==> src/rtl/instruction_prefetcher_pkg.sv <==
// Shared types for the instruction prefetcher slice.
package instruction_prefetcher_pkg;

   typedef logic [31:0] word;

   // One buffered fetch result: the address it came from and the word read.
   typedef struct packed {
      word pc;
      word ins;
   } fetch_entry_t;

   localparam logic [3:0] MEM_BE_ALL = 4'b1111;
   localparam word        WORD_BYTES = 32'd4;

   // Force a byte address onto a word boundary.
   function automatic word align_word(input word addr);
      return {addr[31:2], 2'b00};
   endfunction

endpackage

==> src/rtl/instruction_prefetcher_if.sv <==
// Core-side instruction stream plus Avalon-MM read master signals.
// master: the prefetcher's view; slave: the core/memory environment's view.
interface instruction_prefetcher_if;
   import instruction_prefetcher_pkg::*;

   logic       redirect;
   word        redirect_pc;
   logic       ins_valid;
   logic       ins_ready;
   word        ins_data;
   word        ins_pc;
   logic       mem_read;
   word        mem_address;
   logic [3:0] mem_byteenable;
   logic       mem_waitrequest;
   word        mem_readdata;
   logic       mem_readdatavalid;

   modport master (
      input  redirect, redirect_pc, ins_ready,
      input  mem_waitrequest, mem_readdata, mem_readdatavalid,
      output ins_valid, ins_data, ins_pc,
      output mem_read, mem_address, mem_byteenable
   );

   modport slave (
      output redirect, redirect_pc, ins_ready,
      output mem_waitrequest, mem_readdata, mem_readdatavalid,
      input  ins_valid, ins_data, ins_pc,
      input  mem_read, mem_address, mem_byteenable
   );

endinterface

==> src/rtl/instruction_prefetcher_prefetch_fifo.sv <==
// First-word-fall-through FIFO of fetch entries with synchronous flush.
// DEPTH must be a power of two so the pointers wrap naturally.
module prefetch_fifo
   import instruction_prefetcher_pkg::*;
#(
   parameter int unsigned DEPTH = 4
) (
   input  logic                     clk,
   input  logic                     rst,
   input  logic                     i_push,
   input  logic                     i_pop,
   input  logic                     i_flush,
   input  fetch_entry_t             i_data,
   output fetch_entry_t             o_head,
   output logic                     o_full,
   output logic                     o_empty,
   output logic [$clog2(DEPTH):0]   o_count
);

   localparam int unsigned AW = $clog2(DEPTH);
   localparam int unsigned CW = AW + 1;
   localparam logic [AW-1:0] PTR_ONE = AW'(1);
   localparam logic [CW-1:0] CNT_ONE = CW'(1);
   localparam logic [CW-1:0] CNT_MAX = CW'(DEPTH);

   fetch_entry_t  r_mem [DEPTH];
   logic [AW-1:0] r_wptr;
   logic [AW-1:0] r_rptr;
   logic [CW-1:0] r_count;
   logic          w_do_push;
   logic          w_do_pop;

   assign o_empty   = (r_count == '0);
   assign o_full    = (r_count == CNT_MAX);
   assign o_count   = r_count;
   assign o_head    = r_mem[r_rptr];
   assign w_do_push = i_push && !o_full && !i_flush;
   assign w_do_pop  = i_pop && !o_empty && !i_flush;

   // Pointer and occupancy bookkeeping; flush wins over push/pop.
   always_ff @(posedge clk or negedge rst) begin
      if (!rst) begin
         r_wptr  <= '0;
         r_rptr  <= '0;
         r_count <= '0;
      end else if (i_flush) begin
         r_wptr  <= '0;
         r_rptr  <= '0;
         r_count <= '0;
      end else begin
         if (w_do_push) r_wptr <= r_wptr + PTR_ONE;
         if (w_do_pop)  r_rptr <= r_rptr + PTR_ONE;
         if (w_do_push && !w_do_pop)      r_count <= r_count + CNT_ONE;
         else if (w_do_pop && !w_do_push) r_count <= r_count - CNT_ONE;
      end
   end

   // Entry storage; contents need no reset because occupancy gates visibility.
   always_ff @(posedge clk) begin
      if (w_do_push) r_mem[r_wptr] <= i_data;
   end

endmodule

==> src/rtl/instruction_prefetcher.sv <==
// Instruction prefetcher: issues pipelined Avalon-MM reads ahead of the core,
// buffers responses with their PCs and streams them out on valid/ready.
// A redirect flushes the buffer and discards every response still in flight.
// Optional build macro: PREFETCH_PERF_EN adds perf_issued, perf_discarded and
// perf_stall_cycles counters.
module instruction_prefetcher
   import instruction_prefetcher_pkg::*;
#(
   parameter int unsigned DEPTH           = 4,
   parameter word         RESET_PC        = 32'h0000_0000,
   parameter int unsigned MAX_OUTSTANDING = 4
) (
   input  logic                      clk,
   input  logic                      rst,
   instruction_prefetcher_if.master  bus
`ifdef PREFETCH_PERF_EN
   ,
   output word                       perf_issued,
   output word                       perf_discarded,
   output word                       perf_stall_cycles
`endif
);

   localparam int unsigned CW = $clog2(DEPTH) + 1;
   typedef logic [CW-1:0] cnt_t;
   localparam cnt_t DEPTH_C = cnt_t'(DEPTH);
   localparam cnt_t MAXO_C  = cnt_t'(MAX_OUTSTANDING);
   localparam cnt_t ONE_C   = cnt_t'(1);

   word          r_fetch_pc;
   word          r_resp_pc;
   cnt_t         r_outstanding;
   cnt_t         r_discard;
   logic         r_mem_read;
   word          r_mem_address;
   logic         r_stale;

   logic         w_accept;
   logic         w_resp;
   logic         w_hold;
   logic         w_push;
   logic         w_pop;
   logic         w_full;
   logic         w_empty;
   cnt_t         w_count;
   word          w_redirect_pc;
   fetch_entry_t w_push_entry;
   fetch_entry_t w_head;

   cnt_t         w_out_next;
   cnt_t         w_count_next;
   cnt_t         w_discard_next;
   word          w_fetch_pc_next;
   word          w_resp_pc_next;
   logic         w_stale_next;
   logic         w_mem_read_next;
   word          w_mem_address_next;
   logic [CW:0]  w_inflight_next;

   assign w_accept      = r_mem_read && !bus.mem_waitrequest;
   assign w_hold        = r_mem_read && bus.mem_waitrequest;
   assign w_resp        = bus.mem_readdatavalid;
   assign w_push        = w_resp && (r_discard == '0) && !bus.redirect;
   assign w_pop         = !w_empty && bus.ins_ready && !bus.redirect;
   assign w_redirect_pc = align_word(bus.redirect_pc);
   assign w_push_entry  = '{pc: r_resp_pc, ins: bus.mem_readdata};

   prefetch_fifo #(
      .DEPTH (DEPTH)
   ) u_fifo (
      .clk     (clk),
      .rst     (rst),
      .i_push  (w_push),
      .i_pop   (w_pop),
      .i_flush (bus.redirect),
      .i_data  (w_push_entry),
      .o_head  (w_head),
      .o_full  (w_full),
      .o_empty (w_empty),
      .o_count (w_count)
   );

   assign bus.ins_valid      = !w_empty;
   assign bus.ins_data       = w_head.ins;
   assign bus.ins_pc         = w_head.pc;
   assign bus.mem_read       = r_mem_read;
   assign bus.mem_address    = r_mem_address;
   assign bus.mem_byteenable = MEM_BE_ALL;

   // Next-state for the read counters, fetch pointer and registered request.
   // mem_read/mem_address are registered from the post-edge counts, so the
   // request seen each cycle is the issue rule applied to current state. A
   // request stalled across a redirect is kept (stale) and, once accepted,
   // counts as discarded without advancing the new fetch PC.
   always_comb begin
      w_out_next = r_outstanding;
      if (w_accept && !w_resp)      w_out_next = r_outstanding + ONE_C;
      else if (w_resp && !w_accept) w_out_next = r_outstanding - ONE_C;

      w_count_next = w_count;
      if (bus.redirect)            w_count_next = '0;
      else if (w_push && !w_pop)   w_count_next = w_count + ONE_C;
      else if (w_pop && !w_push)   w_count_next = w_count - ONE_C;

      w_discard_next = r_discard;
      if (bus.redirect) begin
         w_discard_next = w_out_next;
      end else begin
         if (w_resp && (r_discard != '0)) w_discard_next = w_discard_next - ONE_C;
         if (w_accept && r_stale)         w_discard_next = w_discard_next + ONE_C;
      end

      w_fetch_pc_next = r_fetch_pc;
      if (bus.redirect)             w_fetch_pc_next = w_redirect_pc;
      else if (w_accept && !r_stale) w_fetch_pc_next = r_fetch_pc + WORD_BYTES;

      w_resp_pc_next = r_resp_pc;
      if (bus.redirect) w_resp_pc_next = w_redirect_pc;
      else if (w_push)  w_resp_pc_next = r_resp_pc + WORD_BYTES;

      w_stale_next = r_stale;
      if (bus.redirect) w_stale_next = w_hold;
      else if (w_accept) w_stale_next = 1'b0;

      w_inflight_next = {1'b0, w_count_next} + {1'b0, w_out_next};
      w_mem_read_next = w_hold ||
                        ((w_inflight_next < {1'b0, DEPTH_C}) && (w_out_next < MAXO_C));
      w_mem_address_next = w_hold ? r_mem_address : w_fetch_pc_next;
   end

   // Register fetch state and the Avalon request.
   always_ff @(posedge clk or negedge rst) begin
      if (!rst) begin
         r_fetch_pc    <= RESET_PC;
         r_resp_pc     <= RESET_PC;
         r_outstanding <= '0;
         r_discard     <= '0;
         r_mem_read    <= 1'b0;
         r_mem_address <= '0;
         r_stale       <= 1'b0;
      end else begin
         r_fetch_pc    <= w_fetch_pc_next;
         r_resp_pc     <= w_resp_pc_next;
         r_outstanding <= w_out_next;
         r_discard     <= w_discard_next;
         r_mem_read    <= w_mem_read_next;
         r_mem_address <= w_mem_address_next;
         r_stale       <= w_stale_next;
      end
   end

   // The credit rule makes overflow impossible; catch it if that ever breaks.
   a_no_push_when_full: assert property (@(posedge clk) disable iff (!rst)
      !(w_push && w_full));

`ifdef PREFETCH_PERF_EN
   word r_perf_issued;
   word r_perf_discarded;
   word r_perf_stall_cycles;

   // Free-running wrap-around counters for accepted reads, dropped responses
   // and cycles where the core wanted an instruction but none was buffered.
   always_ff @(posedge clk or negedge rst) begin
      if (!rst) begin
         r_perf_issued       <= '0;
         r_perf_discarded    <= '0;
         r_perf_stall_cycles <= '0;
      end else begin
         if (w_accept)
            r_perf_issued <= r_perf_issued + 32'd1;
         if (w_resp && (bus.redirect || (r_discard != '0)))
            r_perf_discarded <= r_perf_discarded + 32'd1;
         if (bus.ins_ready && w_empty)
            r_perf_stall_cycles <= r_perf_stall_cycles + 32'd1;
      end
   end

   assign perf_issued       = r_perf_issued;
   assign perf_discarded    = r_perf_discarded;
   assign perf_stall_cycles = r_perf_stall_cycles;
`endif

endmodule

==> src/flat_wrapper.sv <==
// flat-port wrapper written by rule: the top's interface ports become plain ports
module instruction_prefetcher_flat import instruction_prefetcher_pkg::*;
#(
   parameter int unsigned DEPTH           = 4,
   parameter word         RESET_PC        = 32'h0000_0000,
   parameter int unsigned MAX_OUTSTANDING = 4
)
  (clk, rst, bus_redirect, bus_redirect_pc, bus_ins_ready, bus_mem_waitrequest, bus_mem_readdata, bus_mem_readdatavalid, bus_ins_valid, bus_ins_data, bus_ins_pc, bus_mem_read, bus_mem_address, bus_mem_byteenable);
  instruction_prefetcher_if bus_i ();
  input  logic clk;
  input  logic rst;
  input wire logic [$bits(bus_i.redirect)-1:0] bus_redirect;
  input wire logic [$bits(bus_i.redirect_pc)-1:0] bus_redirect_pc;
  input wire logic [$bits(bus_i.ins_ready)-1:0] bus_ins_ready;
  input wire logic [$bits(bus_i.mem_waitrequest)-1:0] bus_mem_waitrequest;
  input wire logic [$bits(bus_i.mem_readdata)-1:0] bus_mem_readdata;
  input wire logic [$bits(bus_i.mem_readdatavalid)-1:0] bus_mem_readdatavalid;
  output wire logic [$bits(bus_i.ins_valid)-1:0] bus_ins_valid;
  output wire logic [$bits(bus_i.ins_data)-1:0] bus_ins_data;
  output wire logic [$bits(bus_i.ins_pc)-1:0] bus_ins_pc;
  output wire logic [$bits(bus_i.mem_read)-1:0] bus_mem_read;
  output wire logic [$bits(bus_i.mem_address)-1:0] bus_mem_address;
  output wire logic [$bits(bus_i.mem_byteenable)-1:0] bus_mem_byteenable;
  assign bus_i.redirect = bus_redirect;
  assign bus_i.redirect_pc = bus_redirect_pc;
  assign bus_i.ins_ready = bus_ins_ready;
  assign bus_i.mem_waitrequest = bus_mem_waitrequest;
  assign bus_i.mem_readdata = bus_mem_readdata;
  assign bus_i.mem_readdatavalid = bus_mem_readdatavalid;
  assign bus_ins_valid = bus_i.ins_valid;
  assign bus_ins_data = bus_i.ins_data;
  assign bus_ins_pc = bus_i.ins_pc;
  assign bus_mem_read = bus_i.mem_read;
  assign bus_mem_address = bus_i.mem_address;
  assign bus_mem_byteenable = bus_i.mem_byteenable;
  instruction_prefetcher #(.DEPTH(DEPTH), .RESET_PC(RESET_PC), .MAX_OUTSTANDING(MAX_OUTSTANDING)) u_core (.clk(clk), .rst(rst), .bus(bus_i));
endmodule
==> config.mk <==
export PLATFORM = sky130hd
export DESIGN_NAME = instruction_prefetcher_flat
export DESIGN_NICKNAME = d
export VERILOG_FILES = /design/src/rtl/instruction_prefetcher_pkg.sv /design/src/rtl/instruction_prefetcher_if.sv /design/src/rtl/instruction_prefetcher_prefetch_fifo.sv /design/src/rtl/instruction_prefetcher.sv /design/src/flat_wrapper.sv
export SDC_FILE = /design/constraint.sdc
export NUM_CORES = 1
export LEC_CHECK = 0
export CORE_MARGIN = 2
export CORE_UTILIZATION = 55
export DETAILED_ROUTE_END_ITERATION = 8
export HOLD_SLACK_MARGIN = 0.1
export PLACE_DENSITY = 0.89
export SYNTH_ARGS = -nofsm -noshare
export SYNTH_HDL_FRONTEND = slang
export SYNTH_HIERARCHICAL = 1
export SYNTH_SLANG_ARGS = --single-unit
export TNS_END_PERCENT = 30
==> constraint.sdc <==
create_clock -name clk -period 7.8 [get_ports clk]
set_input_delay 0.78 -clock clk [delete_from_list [all_inputs] [get_ports clk]]
set_output_delay 0.78 -clock clk [all_outputs]
set_load 0.05 [all_outputs]
; After elaboration in Yosys (flattened, before gate mapping)
; Memory sizes are Yosys's and may differ from the RTL's.
; Cells that the tools add are included.
[totals]
input_bits = 70
out_inout_bits = 102
n_memories = 1
wordCells = 89
mem_bits_rw = 256
reg_bits = 111
[op_classes]
n_eq_ne = 1
n_mux = 24
magnitude_cmp = 2
reduce_logical = 40
addsub = 11
[memory_table]
columns = name, words, width, rd, rd_ports_with_merged_regs, write_ports, line
row1 = u_core.u_fifo.r_mem, 4, 64, 1, 0, 1, instruction_prefetcher_prefetch_fifo.sv:26  ; fetch_entry_t r_mem [DEPTH];
[op_table]
columns = op, n
row1 = 32-bit two-way mux, 4
row2 = "32-bit by 3-bit adder with 32-bit output, second input constant", 2
row3 = 3-bit two-way mux, 12
row4 = 1-bit logical AND, 20
row5 = 1-bit logical NOT, 11
row6 = "3-bit by 1-bit adder with 3-bit output, second input constant", 3
row7 = "3-bit by 1-bit subtractor with 3-bit output, second input constant", 3
row8 = 2-bit two-way mux, 4
row9 = 2-bit nonzero test, 4
row10 = 3-bit logical NOT, 2
row11 = 3-bit nonzero test, 2
row12 = "2-bit by 1-bit adder with 2-bit output, second input constant", 2
row13 = 3-bit by 3-bit adder with 4-bit output, 1
row14 = "4-bit by 3-bit < comparator with 1-bit output, second input constant", 1
row15 = 1-bit two-way mux, 4
row16 = "3-bit == test, second input constant", 1
row17 = "3-bit < comparator, second input constant", 1
row18 = 1-bit logical OR, 1

; Logic depth before layout (Yosys ltp)
[logic_depth]
ltp_word = 12
depth_mapped = 11

; Cells and area by module
; Netlist, hierarchy kept.
[modules_own_cells]
columns = mod, area_each_um2, cells_per_inst, seq_area_each_um2, instances
row1 = prefetch_fifo, 9776.9, 394, 7862.5, 1
row2 = instruction_prefetcher, 5476.5, 573, 2552.4, 1

; Worst setup path after synthesis
; Ideal clock, no wire load.
[synth_path]
path_kind = input -> register
start = input port bus_redirect
end = memory u_core/u_fifo/r_mem[0][0] (netlist name) (enable)
path_stages = 7
required_ns = 7.371
arrival_ns = 3.612
setup_time_ns = 0.429
path_slack_ns = 3.759
cell_sequence = clkbuf_1 -> clkbuf_1 -> buf_1 -> nor2_1 -> inv_1 -> nor3_1 -> and2_1
[synth_via]
elab_chain_len = 6
[synth_rtl]
columns = item, line
row1 = "start, declared", flat_wrapper.sv:12  ; input wire logic [$bits(bus_i.redirect)-1:0] bus_redirect;
row2 = 1-bit logical NOT, instruction_prefetcher.sv:63  ; assign w_push = w_resp && (r_discard == '0) && !bus.redirect;
row3 = 1-bit logical AND, instruction_prefetcher.sv:63
row4 = net u_core.w_push, instruction_prefetcher.sv:41  ; logic w_push;
row5 = 1-bit logical AND (2 in series), instruction_prefetcher_prefetch_fifo.sv:37  ; assign w_do_push = i_push && !o_full && !i_flush;
row6 = 1-bit two-way mux, instruction_prefetcher_prefetch_fifo.sv:60  ; if (w_do_push) r_mem[r_wptr] <= i_data;
row7 = 1-bit two-way mux (implied by the code), instruction_prefetcher_prefetch_fifo.sv:60
row8 = "end, declared", instruction_prefetcher_prefetch_fifo.sv:26
; The timed path passes the listed nets, and every way through them passes these cells.

; Final worst setup path
[layout_path]
start = register u_core.u_fifo.r_rptr[0]
end = output port bus_ins_pc[20]
[layout_via]
elab_chain_len = 1
[layout_rtl]
columns = item, line
row1 = "start, declared", instruction_prefetcher_prefetch_fifo.sv:28  ; logic [AW-1:0] r_rptr;
row2 = "start signal, assigned", instruction_prefetcher_prefetch_fifo.sv:52  ; if (w_do_pop) r_rptr <= r_rptr + PTR_ONE;
row3 = memory 4 x 64 bit, --
row4 = "end, declared", flat_wrapper.sv:20  ; output wire logic [$bits(bus_i.ins_pc)-1:0] bus_ins_pc;
; No other way between the ends.

==> summary.txt <==
Global route
  – First-pass GRT wire length: 50.4 mm
  – Tot GR Track Use: 22.4%
  – Number of global-route vias before repair: 9355
  – Largest net degree at the start of global routing: 65
  – Remaining global-route overflow: 0
  – Number of antenna violations at the first check in global routing: 0

Synthesis
  – Synthesis-stage register bit count: 365
  – Top cells by area, synth: sky130_fd_sc_hd__edfxtp_1, sky130_fd_sc_hd__dfrtp_1, sky130_fd_sc_hd__mux4_2
  – Most common cell in the netlist: sky130_fd_sc_hd__edfxtp_1
  – YS warnings: 6
  – Mean Syn Cell Area: 15.8 sq um
  – Count of cell types in the netlist: 67
  – Count of flip-flops with a built-in enable after synthesis: 256
  – Sequential-to-total area share from yosys stat: 68.3%
  – Async S/R FF share, synth: 29.9%
  – Area of the mapped netlist: 15300 sq um
  – Top post-synthesis cells by count: sky130_fd_sc_hd__edfxtp_1, sky130_fd_sc_hd__dfrtp_1, sky130_fd_sc_hd__nor2_1
  – Number of cells produced by synthesis: 967
  – Share of Yosys cell area claimed by the top area cell type: 50.4%
  – Top FF cell, synth: sky130_fd_sc_hd__edfxtp_1
  – Largest area contributor in the netlist: sky130_fd_sc_hd__edfxtp_1

Routing
  – Post-Route M1 WL: 13.3 mm
  – Routed Antenna Nets: 0
  – Routed wire length on met3: 2.18 mm
  – Detailed-routed wire length on met2: 15.8 mm
  – Max Used Layer: met4
  – Via/cell ratio: 5.87
  – Number of design rule violations left after detail routing: 0
  – Via total after detailed routing: 9067
  – Post-detailed-route wirelength per cell: 20.6 um
  – Total routed wirelength: 31.8 mm
  – Count of TritonRoute iterations in the first routing pass: 5
  – Number of DRC markers in iteration 0: 679

Finish
  – Post-Route Utilization: 68.1%
  – Finished layout cell area: 18500 sq um
  – Share of cells above drive strength 1: 14.8%
  – Synth-to-layout area growth: 21.1%
  – Layout Nets: 1229
  – Finished Layout Cells: 1544
  – Antenna cells: 0

Placed design
  – Gpl congestion: 0.849
  – Detail Placement HPWL: 19.9 mm
  – Total placed instance area: 17200 sq um
  – Placed Instances: 1476
  – Number of input and output port buffers inserted: 165

STA
  – Post-route minimum period: 4.19 ns
  – Pins Over Slew Limit: 0
  – Total negative setup slack: 0 ns
  – Max Clock Freq: 238 MHz
  – Headroom to the max-slew limit: 27.6%
  – Setup repair after global routing missed its margin: false
  – Slew at the pin with the worst max-slew slack: 1.09 ns
  – Post-route clock skew: 0.0216 ns
  – Fin crit share: 53.8%
  – Final hold viol count: 0
  – Number of endpoints failing setup at the final stage: 0

Clock network
  – CTS tree: yes
  – Source-to-sink clock delay at the later pin of the worst-skew pair: 0.51 ns
  – Sinks on the clock net: 365
  – Cts bufs inserted: 37
  – CTS H-tree depth: 2
  – # hold bufs at CTS: 0
  – Clock-pin transition on the worst setup and hold timing paths: 0.06 ns
  – Buffer count from post-CTS setup fixing: 0
  – Post-CTS Resized: 0
  – Buffer cell driving the clock tree root: sky130_fd_sc_hd__clkbuf_16
  – Bufs on Longest Clock Path: 3

Floorplan
  – X dimension of the die: 171 um
  – Vertical die dimension: 171 um
  – Initial Util: 56.3%
  – Num rows: 60
  – Area of the die: 29100 sq um
  – Count of boundary I/O pins: 172
  – Core Region: 27100 sq um

Critical path
  – WP buf/inv: 2
  – Slowest stage cell on the critical path: sky130_fd_sc_hd__buf_4
  – Delay of the slowest cell on the worst path: 0.79 ns
  – Required time at the endpoint of the critical path: 7.02 ns
  – Category of cells accounting for the largest share of critical-path delay: buffers and inverters
  – Nature of the critical path endpoint: output port
  – CP Max Fanout: 48
  – Crit-path cells: buf_4 -> mux4_2 -> clkdlybuf4s50_1
  – CP Launch Type: register
  – Data arrival time of the worst path: 3.41 ns
  – Kind of critical path: register to output port

Power and ir drop
  – Final Power: 4.87 mW
  – Cell area power density: 263 nW/um^2
  – Leakage power figure: 6.31 nW
  – Maximum resistive drop on vdd: 0.000216 V

Status
  – Result of the run: finished clean

Flow run
  – Maximum Capacitance Violations: 0

Worst hold path
  – Worst Hold Class: input pin to asynchronous set/reset pin
worst register-to-register path, cell delays in order, from the launching register on:
cell	delay (ns)
sky130_fd_sc_hd__dfrtp_1	0.39
sky130_fd_sc_hd__inv_1	0.09
sky130_fd_sc_hd__ha_1	0.20
sky130_fd_sc_hd__nand3b_1	0.22
sky130_fd_sc_hd__nor2_1	0.40
sky130_fd_sc_hd__inv_1	0.20
sky130_fd_sc_hd__nor3_1	0.36
sky130_fd_sc_hd__and2_2	0.54
sky130_fd_sc_hd__buf_4	0.67
cell type report:
cell class                      instances  area (sq um)
Fill cell                            1774          8630
Inverter                               21          78.8
Timing Repair Buffer                  177          1730
Clock inverter                         26           233
Clock buffer                           42           987
Sequential cell                       365         10400
Multi-Input combinational cell        541          4550
Tap cell                              372           465
placed cells by master, fill, tap and decap left out, types with 7 or more instances in the layout:
cell / netlist / final
sky130_fd_sc_hd__nand3_1: 18 / 18
sky130_fd_sc_hd__a31oi_1: 10 / 10
sky130_fd_sc_hd__xnor2_1: 31 / 31
sky130_fd_sc_hd__nor2_1: 74 / 74
sky130_fd_sc_hd__xor2_1: 23 / 23
sky130_fd_sc_hd__mux2_2: 16 / 16
sky130_fd_sc_hd__edfxtp_1: 256 / 256
sky130_fd_sc_hd__inv_1: 20 / 20
sky130_fd_sc_hd__buf_4: 10 / 13
sky130_fd_sc_hd__and2_1: 11 / 7
sky130_fd_sc_hd__a21oi_1: 44 / 44
sky130_fd_sc_hd__clkdlybuf4s50_1: 0 / 163
sky130_fd_sc_hd__clkinv_1: 1 / 10
sky130_fd_sc_hd__nand2_1: 48 / 48
sky130_fd_sc_hd__nor4_1: 12 / 12
sky130_fd_sc_hd__ha_1: 15 / 15
sky130_fd_sc_hd__a221oi_1: 8 / 8
sky130_fd_sc_hd__clkbuf_16: 0 / 39
sky130_fd_sc_hd__mux2i_1: 7 / 7
sky130_fd_sc_hd__nor3_1: 18 / 18
sky130_fd_sc_hd__nand4_1: 23 / 23
sky130_fd_sc_hd__mux4_2: 64 / 64
sky130_fd_sc_hd__dfrtp_1: 109 / 107
sky130_fd_sc_hd__conb_1: 2 / 12
sky130_fd_sc_hd__and3_1: 13 / 13
sky130_fd_sc_hd__o31ai_1: 10 / 10
worst paths after layout:
path                                            from                          to  slack (ns)  cells after the start
setup / recovery             u_core/u_fifo/r_rptr[0]              bus_ins_pc[20]        3.61                      3
hold / removal                                   rst     u_core/r_outstanding[1]        0.30                      1
setup reg to reg                 u_core/r_discard[0]  u_core/u_fifo/r_mem[1][21]        4.29                      8
hold reg to reg            u_core/bus.mem_address[1]   u_core/bus.mem_address[1]        0.48                      2
max in group asynchronous                        rst        u_core/r_resp_pc[11]        6.31                      2
min in group clk           u_core/bus.mem_address[1]   u_core/bus.mem_address[1]        0.48                      2
power breakdown:
part           internal, mW  total [mW]  switching (mW)
clock                  1.04        1.75           0.709
sequential             2.21        2.32           0.120
combinational         0.292       0.787           0.496
metal layers:
metal	GRT usage (%)	up-vias
li1	-	4074
met1	30.8	4533
met2	37.4	406
met3	4.00	54
met4	5.76	0
met5	0	-
sequential cells by signal, summed over array words and instances, names as in the netlist:
| signal | count |
|---|---|
| u_core/u_fifo/r_mem | 256 |
| u_core/bus.mem_address | 32 |
| u_core/r_fetch_pc | 32 |
| u_core/r_resp_pc | 30 |
| u_core/r_discard | 3 |
| u_core/r_outstanding | 3 |
| u_core/u_fifo/o_count | 3 |
| u_core/u_fifo/r_rptr | 2 |
| u_core/u_fifo/r_wptr | 2 |
| u_core/bus.mem_read | 1 |
| u_core/r_stale | 1 |
cell families (layout without fill, tap and decap cells):
group                      Yosys count  after routing  synth area share [%]
DFF                                365            365                  68.3
buffers and inverters               71            266                  2.18
xor gates and xnor gates            54             54                  3.10
and+or+nand+nor                    263            263                  9.14
other                                2             12                0.0492
adders and majority gates           16             16                  1.36
AOI/OAI and AO/OA                  109            109                  4.80
muxes                               87             87                  11.1
through the flow:
| step | setup slack [ns] | hold WS (ns) |
|---|---|---|
| after floorplan | 3.76 | 0.476 |
| after global placement | 3.62 | 0.464 |
| after detailed placement | 3.51 | 0.459 |
| after CTS | 3.51 | 0.323 |
| after global routing | 3.35 | 0.348 |
| final | 3.61 | 0.300 |
No activity file was read; power rests on OpenSTA's default activity.
